===== src/rtl/cpu_clock_ctrl_if.sv =====
// Control/status bundle between board switches, CPU top level and cpu_clock_ctrl.
// slave = the clock controller, master = whoever drives the controls.
interface cpu_clock_ctrl_if #(
   parameter int unsigned DIV_W = 32
);
   logic             run_en;
   logic             btn_step;
   logic             halt_req;
   logic             clr_halt;
   logic             div_load;
   logic [DIV_W-1:0] div_value;
   logic             cpu_tick;
   logic             led_tick;
   logic [1:0]       state;
   logic [31:0]      cpu_cycles;

   modport slave (
      input  run_en, btn_step, halt_req, clr_halt, div_load, div_value,
      output cpu_tick, led_tick, state, cpu_cycles
   );

   modport master (
      output run_en, btn_step, halt_req, clr_halt, div_load, div_value,
      input  cpu_tick, led_tick, state, cpu_cycles
   );
endinterface


===== src/rtl/cpu_clock_ctrl.sv =====
// CPU run controller: programmable cpu_tick with run/step/halt modes, plus led_tick.
// Optional macro CPU_CLOCK_CTRL_CYCLE_COUNT_EN enables the cpu_cycles tick counter.
module cpu_clock_ctrl #(
   parameter int unsigned DIV_W       = 32,
   parameter int unsigned DIV_DEFAULT = 10000000,
   parameter int unsigned LED_DIV     = 100000
) (
   input logic             clk_board,
   input logic             rst_n,
   cpu_clock_ctrl_if.slave bus
);

   localparam int unsigned LED_W = $clog2(LED_DIV);

   typedef enum logic [1:0] {
      ST_STOPPED = 2'd0,
      ST_RUN     = 2'd1,
      ST_STEP    = 2'd2,
      ST_HALTED  = 2'd3
   } state_t;

   state_t           r_state;
   state_t           w_state_nxt;
   logic [DIV_W-1:0] r_div;
   logic [DIV_W-1:0] r_cnt;
   logic [LED_W-1:0] r_led_cnt;
   logic             r_cpu_tick;
   logic             r_led_tick;
   logic             r_sync1;
   logic             r_sync2;
   logic             r_sync3;
   logic             w_step_pulse;
   logic             w_wrap;
   logic             w_tick_nxt;

   // Button: two-flop synchronizer, third flop holds the previous level for edge detect
   always_ff @(posedge clk_board or negedge rst_n) begin
      if (!rst_n) begin
         r_sync1 <= 1'b0;
         r_sync2 <= 1'b0;
         r_sync3 <= 1'b0;
      end else begin
         r_sync1 <= bus.btn_step;
         r_sync2 <= r_sync1;
         r_sync3 <= r_sync2;
      end
   end

   assign w_step_pulse = r_sync2 & ~r_sync3;
   assign w_wrap       = (r_cnt == (r_div - DIV_W'(1)));

   always_comb begin
      w_state_nxt = r_state;
      case (r_state)
         ST_STOPPED: begin
            if (bus.halt_req)       w_state_nxt = ST_HALTED;
            else if (bus.run_en)    w_state_nxt = ST_RUN;
            else if (w_step_pulse)  w_state_nxt = ST_STEP;
         end
         ST_RUN: begin
            if (bus.halt_req)       w_state_nxt = ST_HALTED;
            else if (!bus.run_en)   w_state_nxt = ST_STOPPED;
         end
         ST_STEP: begin
            w_state_nxt = bus.halt_req ? ST_HALTED : ST_STOPPED;
         end
         ST_HALTED: begin
            if (bus.clr_halt)       w_state_nxt = ST_STOPPED;
         end
         default:                   w_state_nxt = ST_STOPPED;
      endcase
   end

   // A wrap on the exit edge still registers its tick; a coincident div_load kills it
   assign w_tick_nxt = ((r_state == ST_RUN) && w_wrap && !bus.div_load) ||
                       (r_state == ST_STEP);

   always_ff @(posedge clk_board or negedge rst_n) begin
      if (!rst_n) begin
         r_state    <= ST_STOPPED;
         r_cpu_tick <= 1'b0;
      end else begin
         r_state    <= w_state_nxt;
         r_cpu_tick <= w_tick_nxt;
      end
   end

   always_ff @(posedge clk_board or negedge rst_n) begin
      if (!rst_n) begin
         r_div <= DIV_W'(DIV_DEFAULT);
         r_cnt <= '0;
      end else begin
         if (bus.div_load)
            r_div <= (bus.div_value == '0) ? DIV_W'(1) : bus.div_value;
         if (bus.div_load || r_state != ST_RUN || w_state_nxt != ST_RUN || w_wrap)
            r_cnt <= '0;
         else
            r_cnt <= r_cnt + DIV_W'(1);
      end
   end

   always_ff @(posedge clk_board or negedge rst_n) begin
      if (!rst_n) begin
         r_led_cnt  <= '0;
         r_led_tick <= 1'b0;
      end else if (r_led_cnt == LED_W'(LED_DIV - 1)) begin
         r_led_cnt  <= '0;
         r_led_tick <= 1'b1;
      end else begin
         r_led_cnt  <= r_led_cnt + LED_W'(1);
         r_led_tick <= 1'b0;
      end
   end

`ifdef CPU_CLOCK_CTRL_CYCLE_COUNT_EN
   logic [31:0] r_cycles;

   always_ff @(posedge clk_board or negedge rst_n) begin
      if (!rst_n)
         r_cycles <= '0;
      else if (r_cpu_tick)
         r_cycles <= r_cycles + 32'd1;
   end

   assign bus.cpu_cycles = r_cycles;
`else
   assign bus.cpu_cycles = '0;
`endif

   assign bus.cpu_tick = r_cpu_tick;
   assign bus.led_tick = r_led_tick;
   assign bus.state    = r_state;

endmodule


===== src/flat_wrapper.sv =====
// flat-port wrapper written by rule: the top's interface ports become plain ports
module cpu_clock_ctrl_flat 
#(
   parameter int unsigned DIV_W       = 32,
   parameter int unsigned DIV_DEFAULT = 10000000,
   parameter int unsigned LED_DIV     = 100000
)
  (clk_board, rst_n, bus_run_en, bus_btn_step, bus_halt_req, bus_clr_halt, bus_div_load, bus_div_value, bus_cpu_tick, bus_led_tick, bus_state, bus_cpu_cycles);
  cpu_clock_ctrl_if #(.DIV_W(DIV_W)) bus_i ();
  input logic clk_board;
  input logic rst_n;
  input wire logic [$bits(bus_i.run_en)-1:0] bus_run_en;
  input wire logic [$bits(bus_i.btn_step)-1:0] bus_btn_step;
  input wire logic [$bits(bus_i.halt_req)-1:0] bus_halt_req;
  input wire logic [$bits(bus_i.clr_halt)-1:0] bus_clr_halt;
  input wire logic [$bits(bus_i.div_load)-1:0] bus_div_load;
  input wire logic [$bits(bus_i.div_value)-1:0] bus_div_value;
  output wire logic [$bits(bus_i.cpu_tick)-1:0] bus_cpu_tick;
  output wire logic [$bits(bus_i.led_tick)-1:0] bus_led_tick;
  output wire logic [$bits(bus_i.state)-1:0] bus_state;
  output wire logic [$bits(bus_i.cpu_cycles)-1:0] bus_cpu_cycles;
  assign bus_i.run_en = bus_run_en;
  assign bus_i.btn_step = bus_btn_step;
  assign bus_i.halt_req = bus_halt_req;
  assign bus_i.clr_halt = bus_clr_halt;
  assign bus_i.div_load = bus_div_load;
  assign bus_i.div_value = bus_div_value;
  assign bus_cpu_tick = bus_i.cpu_tick;
  assign bus_led_tick = bus_i.led_tick;
  assign bus_state = bus_i.state;
  assign bus_cpu_cycles = bus_i.cpu_cycles;
  cpu_clock_ctrl #(.DIV_W(DIV_W), .DIV_DEFAULT(DIV_DEFAULT), .LED_DIV(LED_DIV)) u_core (.clk_board(clk_board), .rst_n(rst_n), .bus(bus_i));
endmodule

===== config.mk =====
export PLATFORM = sky130hd
export DESIGN_NAME = cpu_clock_ctrl_flat
export DESIGN_NICKNAME = d
export VERILOG_FILES = /design/src/rtl/cpu_clock_ctrl_if.sv /design/src/rtl/cpu_clock_ctrl.sv /design/src/flat_wrapper.sv
export SDC_FILE = /design/constraint.sdc
export NUM_CORES = 1
export LEC_CHECK = 0
export CAP_MARGIN = 0
export CORE_MARGIN = 5
export CORE_UTILIZATION = 56
export CTS_CLUSTER_DIAMETER = 150
export DETAILED_ROUTE_END_ITERATION = 10
export GPL_ROUTABILITY_DRIVEN = 0
export PLACE_DENSITY_LB_ADDON = 0.2
export RECOVER_POWER = 50
export SETUP_SLACK_MARGIN = 0.2
export SYNTH_ARGS = -nofsm -noshare
export SYNTH_HDL_FRONTEND = slang
export SYNTH_SLANG_ARGS = --single-unit

===== constraint.sdc =====
create_clock -name clk_board -period 4.8 [get_ports clk_board]
set_clock_uncertainty 0.2 [all_clocks]
set_input_delay 0.72 -clock clk_board [delete_from_list [all_inputs] [get_ports clk_board]]
set_output_delay 0.72 -clock clk_board [all_outputs]
set_load 0.03 [all_outputs]

==> results.toml <==
[logic_synthesis]
async_flop_share = 1.000
synthFlopType = "dfrtp_1"
syn_avg_cell_area_sq_um = 10.30
ys_top_cells_by_area = "dfrtp_1, xnor2_1, nor4_2"
yosysSeqAreaShare = 0.3870
netlist.area_leader.share = 0.3503
netlist_area_sq_um = 5715
yosysWarnings = 0
synth_commonest_cells = "dfrtp_1, xnor2_1, buf_4"
synthCells = 555
synth_cell_types = 65
yosysMostFrequentCell = "dfrtp_1"
synth_largest_area_cell = "dfrtp_1"
synth-edff-count = 0
ys_ff_latch = 88

[routing]
drt-pass1-iter-count = 4
drc_errors = 0
drt_iter0_markers = 337
ant_nets = 0
routed_wl_mm = 12.14
vias = 4159
routedWlPerCell_um = 16.79
viasPerCell = 5.752

[setup_path]
path_cells = "inv_1 -> ha_1 -> nor3b_1 -> nand4_2 -> nor3_1 -> o2111ai_1 -> a211oi_2 -> nand4_2 -> nor4_4 -> buf_4 -> nor4_1"
r2r-start = "u_core.r_div[0]"
required_ns = 4.84
r2r_cells = 11
path_delay_family = "simple AND/OR/NAND/NOR gates"
cp-end-kind = "register"
r2r-end = "u_core.r_cnt[2]"
slowest_delay_ns = 0.53
cp_max_fo = 32
crit_cells = 11
critPathCapture = "u_core.r_cnt[2]"
setup.worst_path.start = "u_core.r_div[0]"
crit_type = "reg -> reg"
cp.arrival_ns = 3.67
r2r_setup_slack_ns = 1.17
worstSetupStartpointType = "register"
cpMostUsedCell = "nand4_2"
cpMaxStageDelayCell = "nor3b_1"
cp.buffers_inverters = 2

[timing]
finalCritPeriodShare = 0.7554
timing_hold_violations_final = 0
relSlewSlack = -1.087
post-route-min-period_ns = 3.626
final_max_slew_viol_count = 62
setup_viol = 0
whs_ns = 0.1566
rsz0062_at_grt = "false"
worst_slew_pin_slew_ns = 3.131
tns_ns = 0
fmax_mhz = 275.8

[grt]
antenna_found_initial = 0
overflow = 0
grt_pass1_vias = 4123
grt_start_max_net_pins = 62
grt_pass1_wl_mm = 20.47
grt_usage = 0.2025

[cts]
ctsHoldBuffers = 0
clk_pin_slew_ns = 0.09
clock_sinks = 88
cts.path.max_buffers = 2
numCtsBuffers = 9
cts_resized = 0
htreeDepth = 3
cts_tree = "done"
cts-root-buf = "clkbuf_8"
cts_setup_buffers = 0
clock_latency_ns = 0.38

[pwr]
swShare = 0.3389
p_int_uw = 1183
combinationalPowerShare = 0.219
clock_power_share = 0.300
p_seq_frac = 0.481
p_sw_uw = 606.3
p_leak_uw = 0.002307
vdd_drop_max_uv = 292.0
powerDensity_nw_per_um2 = 287.2

[placement]
post-dp-hpwl_mm = 8.933
dpl-instance-area_sq_um = 6032
portBuffers = 42

[min_path]
min-delay-path-class = "reg -> reg"
hold_depth = 0

[final_layout]
multi_input_area_sq_um = 3149
area_delta_synth_final_pct = 8.997
nets = 627
regArea_sq_um = 2212
post-route-util = 0.6315
fillers = 810
diodes = 0
layout-drive-gt1-share = 0.1847
final_area_sq_um = 6230

[status]
status = "complete, but fails checks"
violations = "max-capacitance violations, max-slew violations"

[floorplanning]
core_area_sq_um = 9864
start_util = 0.5794
io-pin-count = 75
row_count = 36
die_w_um = 111.0
dieArea_sq_um = 12330
die_h_um = 111.0

[flow_run]
maxCapViolCount = 1
[worst min path at each step]
stage                        start              to
global route        u_core.r_sync1  u_core.r_sync2
global placement    u_core.r_sync1  u_core.r_sync2
finish              u_core.r_sync1  u_core.r_sync2
CTS                 u_core.r_sync1  u_core.r_sync2
detailed placement  u_core.r_sync1  u_core.r_sync2
floorplan           u_core.r_sync1  u_core.r_sync2
[area by class of cell]
cell class / instances / area share
Multi-Input combinational cell: 427 / 0.5055
Sequential cell: 88 / 0.3551
Timing Repair Buffer: 48 / 0.07331
Tap cell: 133 / 0.02671
Clock buffer: 9 / 0.01988
Clock inverter: 7 / 0.01285
Inverter: 11 / 0.006628
[cell usage in the layout (no fill, tap or decap), types with 15 or more instances in the layout]
| cell type | synthesis | routed |
|---|---|---|
| nor3_1 | 15 | 15 |
| xnor2_1 | 52 | 52 |
| conb_1 | 1 | 32 |
| nor2_1 | 30 | 30 |
| nand3_1 | 31 | 31 |
| nand4_1 | 15 | 15 |
| mux2_2 | 29 | 29 |
| dfrtp_1 | 80 | 80 |
| xor2_1 | 31 | 31 |
| clkdlybuf4s50_1 | 0 | 39 |
| nor4_1 | 21 | 21 |
| nand2_1 | 30 | 30 |
| nor4_2 | 27 | 27 |
[metrics by stage]
step,cells,setup WS (ns),power [uW]
6_report,723,1.174,1789
5_1_grt,723,0.4915,1875
4_1_cts,723,1.148,1804
3_5_place_dp,707,1.168,1263
3_3_place_gp,707,1.249,1257
2_1_floorplan,586,1.453,1172
[power groups by stage]
stage	clock network, uW	registers (uW)	logic [uW]
after floorplan	0	861	310
after global placement	0	869	388
after detailed placement	0	871	393
after CTS	551	858	395
after global routing	584	869	423
final	536	860	392
[routing by layer]
metal	wire length (um)	GRT usage	part of all wire
met1	5510	0.2631	0.45
met2	5773	0.3394	0.48
met3	692	0.04258	0.057
met4	162	0.06407	0.013
met5	0	0	0
[worst reg2reg max path, stage by stage, from the launching register on]
cell and delay [ns]:
dfrtp_1 0.44, inv_1 0.09, ha_1 0.21, nor3b_1 0.53
nand4_2 0.28, nor3_1 0.27, o2111ai_1 0.16, a211oi_2 0.27
nand4_2 0.16, nor4_4 0.29, buf_4 0.46, nor4_1 0.13
[flip-flops by register name, indices dropped and copies added (netlist names), 2 cells and up]
signal and cells:
u_core.r_cnt 32, u_core.r_div 32, u_core.r_led_cnt 17, u_core.bus.state 2
[cell families after synthesis]
kind of cell / share of synthesized area
XOR/XNOR: 0.1320
buffers and inverters: 0.08231
multiplexers: 0.06414
adder cells (fa/ha/maj): 0.006568
flip-flops: 0.3870
AO/OA/AOI/OAI: 0.05604
other: 0.0006561
AND/OR/NAND/NOR: 0.2712
Note: power is estimated with default switching activity, not from simulation.
